File: config.mk
export PLATFORM = sky130hd
export DESIGN_NAME = adder_issue_writeback
export DESIGN_NICKNAME = d
export VERILOG_FILES = /design/src/rtl/nanoproc_pkg.sv /design/src/rtl/register_bank.sv /design/src/rtl/adder_issue_writeback.sv
export SDC_FILE = /design/constraint.sdc
export NUM_CORES = 1
export LEC_CHECK = 0
export ABC_CLOCK_PERIOD_IN_PS = 4500
export CORE_UTILIZATION = 30
export DETAILED_ROUTE_END_ITERATION = 16
export HOLD_SLACK_MARGIN = 0.15
export PLACE_DENSITY = 0.57
export SLEW_MARGIN = 10
export SYNTH_ARGS = -nofsm -noshare
export SYNTH_HDL_FRONTEND = slang
export SYNTH_SLANG_ARGS = --single-unit
File: constraint.sdc
create_clock -name clk -period 4.5 [get_ports clk]
set_clock_uncertainty 0.2 [all_clocks]
set_input_delay 0.9 -clock clk [delete_from_list [all_inputs] [get_ports clk]]
set_output_delay 0.9 -clock clk [all_outputs]
set_load 0.01 [all_outputs]
File: src/rtl/nanoproc_pkg.sv
// Shared nanoproc definitions: opcodes, register-bank geometry and the signed-overflow rule.
package nanoproc_pkg;

    typedef enum logic [1:0] {
        OP_NOP  = 2'd0,
        OP_ADD  = 2'd1,
        OP_SUB  = 2'd2,
        OP_MOVI = 2'd3
    } op_e;

    localparam int unsigned REG_AW   = 3;
    localparam int unsigned NUM_REGS = 8;

    // Two's-complement overflow from operand and result sign bits; SUB compares against ~B.
    function automatic logic signed_ovf(input logic sa, input logic sb, input logic ss,
                                        input logic sub);
        if (sub) begin
            return (sa != sb) && (ss != sa);
        end
        return (sa == sb) && (ss != sa);
    endfunction

endpackage

File: src/rtl/register_bank.sv
// 8 x N register bank with R0 hard-wired to zero: two operand read ports, one debug
// read port and one write port.
module register_bank
    import nanoproc_pkg::*;
#(
    parameter int unsigned N = 4
) (
    input  logic              i_clk,
    input  logic              i_rst,
    input  logic [REG_AW-1:0] i_ra_idx,
    output logic [N-1:0]      o_ra_data,
    input  logic [REG_AW-1:0] i_rb_idx,
    output logic [N-1:0]      o_rb_data,
    input  logic [REG_AW-1:0] i_dbg_idx,
    output logic [N-1:0]      o_dbg_data,
    input  logic              i_we,
    input  logic [REG_AW-1:0] i_wr_idx,
    input  logic [N-1:0]      i_wr_data
);

    logic [N-1:0] r_regs [NUM_REGS];

    always_ff @(posedge i_clk or posedge i_rst) begin
        if (i_rst) begin
            for (int i = 0; i < NUM_REGS; i++) begin
                r_regs[i] <= '0;
            end
        end else if (i_we && (i_wr_idx != '0)) begin
            r_regs[i_wr_idx] <= i_wr_data;
        end
    end

    assign o_ra_data  = (i_ra_idx  == '0) ? '0 : r_regs[i_ra_idx];
    assign o_rb_data  = (i_rb_idx  == '0) ? '0 : r_regs[i_rb_idx];
    assign o_dbg_data = (i_dbg_idx == '0) ? '0 : r_regs[i_dbg_idx];

endmodule

File: src/rtl/adder_issue_writeback.sv
// Issue/write-back stage around an external ripple-carry adder/subtractor.
// Define ADDER_BYPASS_EN to forward add_s to dependent requests instead of interlocking.
module adder_issue_writeback
    import nanoproc_pkg::*;
#(
    parameter int unsigned N = 4
) (
    input  logic              clk,
    input  logic              reset,
    input  logic              in_valid,
    output logic              in_ready,
    input  logic [1:0]        in_op,
    input  logic [REG_AW-1:0] in_rd,
    input  logic [REG_AW-1:0] in_ra,
    input  logic [REG_AW-1:0] in_rb,
    input  logic [N-1:0]      in_imm,
    input  logic              hold,
    output logic [N-1:0]      add_a,
    output logic [N-1:0]      add_b,
    output logic              add_sub,
    input  logic [N-1:0]      add_s,
    output logic              zero,
    output logic              ovf,
    input  logic [REG_AW-1:0] dbg_sel,
    output logic [N-1:0]      dbg_data
);

    logic              r_e_valid;
    logic              r_e_sub;
    logic [REG_AW-1:0] r_e_rd;
    logic [N-1:0]      r_e_a;
    logic [N-1:0]      r_e_b;
    logic              r_zero;
    logic              r_ovf;

    logic [N-1:0]      w_bank_a;
    logic [N-1:0]      w_bank_b;
    logic [N-1:0]      w_opnd_a;
    logic [N-1:0]      w_opnd_b;
    logic              w_accept;
    logic              w_is_movi;

    register_bank #(
        .N (N)
    ) u_bank (
        .i_clk      (clk),
        .i_rst      (reset),
        .i_ra_idx   (in_ra),
        .o_ra_data  (w_bank_a),
        .i_rb_idx   (in_rb),
        .o_rb_data  (w_bank_b),
        .i_dbg_idx  (dbg_sel),
        .o_dbg_data (dbg_data),
        .i_we       (r_e_valid),
        .i_wr_idx   (r_e_rd),
        .i_wr_data  (add_s)
    );

`ifdef ADDER_BYPASS_EN
    // The bank still holds the old value during write-back, so take the sum directly.
    always_comb begin
        w_opnd_a = w_bank_a;
        w_opnd_b = w_bank_b;
        if (r_e_valid && (r_e_rd != '0) && (r_e_rd == in_ra)) begin
            w_opnd_a = add_s;
        end
        if (r_e_valid && (r_e_rd != '0) && (r_e_rd == in_rb)) begin
            w_opnd_b = add_s;
        end
    end

    assign in_ready = !hold;
`else
    logic w_reads_regs;
    logic w_hazard;

    assign w_reads_regs = (in_op == OP_ADD) || (in_op == OP_SUB);
    assign w_hazard     = r_e_valid && (r_e_rd != '0) && w_reads_regs &&
                          ((in_ra == r_e_rd) || (in_rb == r_e_rd));

    assign w_opnd_a = w_bank_a;
    assign w_opnd_b = w_bank_b;
    assign in_ready = !hold && !w_hazard;
`endif

    assign w_accept  = in_valid && in_ready;
    assign w_is_movi = (in_op == OP_MOVI);

    always_ff @(posedge clk or posedge reset) begin
        if (reset) begin
            r_e_valid <= 1'b0;
            r_e_sub   <= 1'b0;
            r_e_rd    <= '0;
            r_e_a     <= '0;
            r_e_b     <= '0;
        end else begin
            r_e_valid <= w_accept && (in_op != OP_NOP);
            if (w_accept) begin
                r_e_rd  <= in_rd;
                r_e_sub <= (in_op == OP_SUB);
                r_e_a   <= w_is_movi ? '0 : w_opnd_a;
                r_e_b   <= w_is_movi ? in_imm : w_opnd_b;
            end
        end
    end

    // MOVI runs as 0 + imm, which can never overflow, so the ADD rule already yields 0.
    always_ff @(posedge clk or posedge reset) begin
        if (reset) begin
            r_zero <= 1'b0;
            r_ovf  <= 1'b0;
        end else if (r_e_valid) begin
            r_zero <= (add_s == '0);
            r_ovf  <= signed_ovf(r_e_a[N-1], r_e_b[N-1], add_s[N-1], r_e_sub);
        end
    end

    assign add_a   = r_e_a;
    assign add_b   = r_e_b;
    assign add_sub = r_e_sub;
    assign zero    = r_zero;
    assign ovf     = r_ovf;

endmodule

==> run_results.csv <==
group,metric,value,unit
cells_and_area,fillers,930,
setup_path,critPathCaptureType,"output pin",
cells_and_area,final_common_cell,"dfrtp_1",
drt,vias_per_cell,4.943,
cts,clkTransAtPathRegs,0.09,ns
drt,post-route-drc-count,0,
cts,ctsRootBufferMaster,"clkbuf_8",
drt,drt_first_pass_iters,4,
cts,cts_hold_buf,0,
power_and_ir_drop,p_leak,1.388,nW
setup_path,critPathKind,"in -> out",
synth,synth_top_area_cell,"dfrtp_1",
timing,maxSlewViolCount,0,
floorplan,io_pins,42,
setup_path,rr_worst_depth,4,
synth,yosysWarnings,0,
min_path,timing.hold.worst.class,"reg -> reg",
outcome,status,"completed",
timing,timing.setup.tns,0,ns
cts,clock_latency,0.30,ns
placement,io_buffers,41,
drt,routed_wl,6934,µm
synth,ys_seq_area_frac,0.4117,
setup_path,arrival,3.05,ns
timing,slew_headroom,0.3047,
flow_run,cap_viol_max_count,0,
cts,postCtsResizedCells,0,
floorplan,die_x,99.58,µm
timing,post-route-min-period,4.147,ns
floorplan,core_region_area,9240,µm²
cts,cts_setup_buffers,0,
drt,drtIter0Drc,131,
setup_path,reg2reg_slack,2.12,ns
setup_path,cpPeakStageDelay,0.85,ns
timing,hold_viol_final,0,
cells_and_area,nets,299,
cts,numClockSinks,47,
power_and_ir_drop,ir_drop,191.0,µV
setup_path,cp.required,3.40,ns
floorplan,dieArea,9916,µm²
synth,syn-mean-instance-area,12.00,µm²
global_routing,grt_max_degree,48,
floorplan,die_h,99.58,µm
cts,cts_tree,"yes",
placement,dp_hpwl,5105,µm
synth,ys_ff_latch,47,
cts,ctsHtreeMaxLevel,2,
cts,cts_buffers,5,
cells_and_area,most-common-layout-cells,"dfrtp_1 (47), mux2_2 (44), clkdlybuf4s50_1 (41)",
synth,synth_top_area_frac,0.4117,
placement,gp_congestion,0.8020,
synth,ys_types,33,
floorplan,rows,35,
global_routing,grt_pass1_wl,11010,µm
timing,tightest_slew,1.035,ns
power_and_ir_drop,power.density,483.2,nW/µm²
setup_path,critPathLaunchType,"input pin",
cells_and_area,drive_gt1_frac,0.2878,
timing,finalSetupViolCount,0,
cells_and_area,antenna_cells,0,
timing,grt_setup_unrepaired,"no",
timing,fin_crit_sh,0.9215,
synth,synth_area,2856,µm²
cells_and_area,fin_util,0.3724,
drt,wire_per_inst,17.34,µm
synth,syn-num-nets,267,
drt,vias,1977,
setup_path,crit_chain,"clkdlybuf4s50_1 -> or2_2 -> o21ai_0 -> a221oi_1 -> clkdlybuf4s50_1",
global_routing,grt.total_usage,0.1469,
cts,clock_path_buffers,2,
global_routing,grt_pass1_vias,2000,
cells_and_area,area_growth,20.46,%
power_and_ir_drop,finalPower,0.001663,W
min_path,hold_depth,0,
timing,fmax,0.2411,GHz
setup_path,cp_slowest_cell,"clkdlybuf4s50_1",
drt,ant_nets,0,
global_routing,antenna_found_initial,0,
global_routing,grt_overflow_total,0,
floorplan,initial_core_util,0.3091,
synth,synthTopCellsByArea,"dfrtp_1 (41%), mux2_2 (17%), mux4_2 (7.1%)",
setup_path,crit_top_cell,"clkdlybuf4s50_1",
setup_path,cp_max_fo,14,
synth,syn-instance-count,238,
[worst max-delay path: cells and delay by family]
| family | cells | cell delay [ns] |
|---|---|---|
| buffers and inverters | 2 | 1.46 |
| AND/OR/NAND/NOR | 1 | 0.25 |
| AO/OA/AOI/OAI | 2 | 0.44 |
[kinds of logic after synthesis]
family / share of synthesized area
and+or+nand+nor: 0.09330
xor gates and xnor gates: 0.02146
adders and majority gates: 0.01314
muxes: 0.3215
DFF: 0.4117
AOI/OAI and AO/OA: 0.08104
buffers and inverters: 0.05782
[per-layer routing]
metal  routed length, µm  GRT usage  vias to the layer above
met4                 145    0.04977                        0
li1                    -          -                      927
met3                 181    0.02600                       11
met2                3321     0.2415                       35
met5                   0          0                        -
met1                3286     0.1957                     1004
[area by class of cell]
type,instances,area (µm²),area share
multi-input cells,163,1515,0.4404
flip-flops and latches,47,1176,0.3418
inverters,8,30.03,0.008727
clock inverters,2,35.03,0.01018
repair buffers,45,440.4,0.1280
well taps,129,161.4,0.04691
clock buffers,6,82.58,0.02400
[stage by stage]
| stage | cell area (µm²) | hold slack (ns) | setup WS [ns] | std cells |
|---|---|---|---|---|
| global route | 3441 | 0.1920 | 0.2597 | 400 |
| global placement | 3323 | 0.1694 | 0.3635 | 392 |
| CTS | 3441 | 0.1837 | 0.3460 | 400 |
| finish | 3441 | 0.1817 | 0.3531 | 400 |
| detailed placement | 3323 | 0.1635 | 0.3568 | 392 |
| floorplan | 2856 | 0.2246 | 1.611 | 238 |
[cells in the mapped netlist, drive strengths merged]
cell / count
a21oi: 7
a221oi: 4
a22oi: 6
and4bb: 2
buf: 14
clkbuf: 6
dfrtp: 47
ha: 3
inv: 8
mux2: 50
mux2i: 13
mux4: 9
nand2: 15
nand3: 5
nand4: 1
nand4b: 3
nor2: 9
nor2b: 8
nor3: 1
nor3b: 2
nor4: 1
o2111ai: 3
o21ai: 12
o311ai: 1
or2: 1
xnor2: 6
xor2: 1
[where the power goes]
group	total (W)	switching, W	internal [W]
registers	0.000757	0.000184	0.000573
logic	0.000578	0.000204	0.000374
clock network	0.000327	0.000147	0.000180
[final timing paths]
| path | start | to |
|---|---|---|
| setup reg to reg | r_e_rd[2] | add_a[2] |
| hold / removal | u_bank.r_regs[30] | u_bank.r_regs[30] |
| setup / recovery | dbg_sel[1] | dbg_data[3] |
| min in group asynchronous | reset | u_bank.r_regs[3] |
| max in group asynchronous | reset | u_bank.r_regs[10] |
| hold reg to reg | u_bank.r_regs[30] | u_bank.r_regs[30] |
[flip-flops by register name, summed over array words and instances, names as in the netlist]
register	cells
add_a	4
add_b	4
add_sub	1
ovf	1
r_e_rd	3
r_e_valid	1
u_bank.r_regs	32
zero	1
Power figures use the tool's default switching activity.
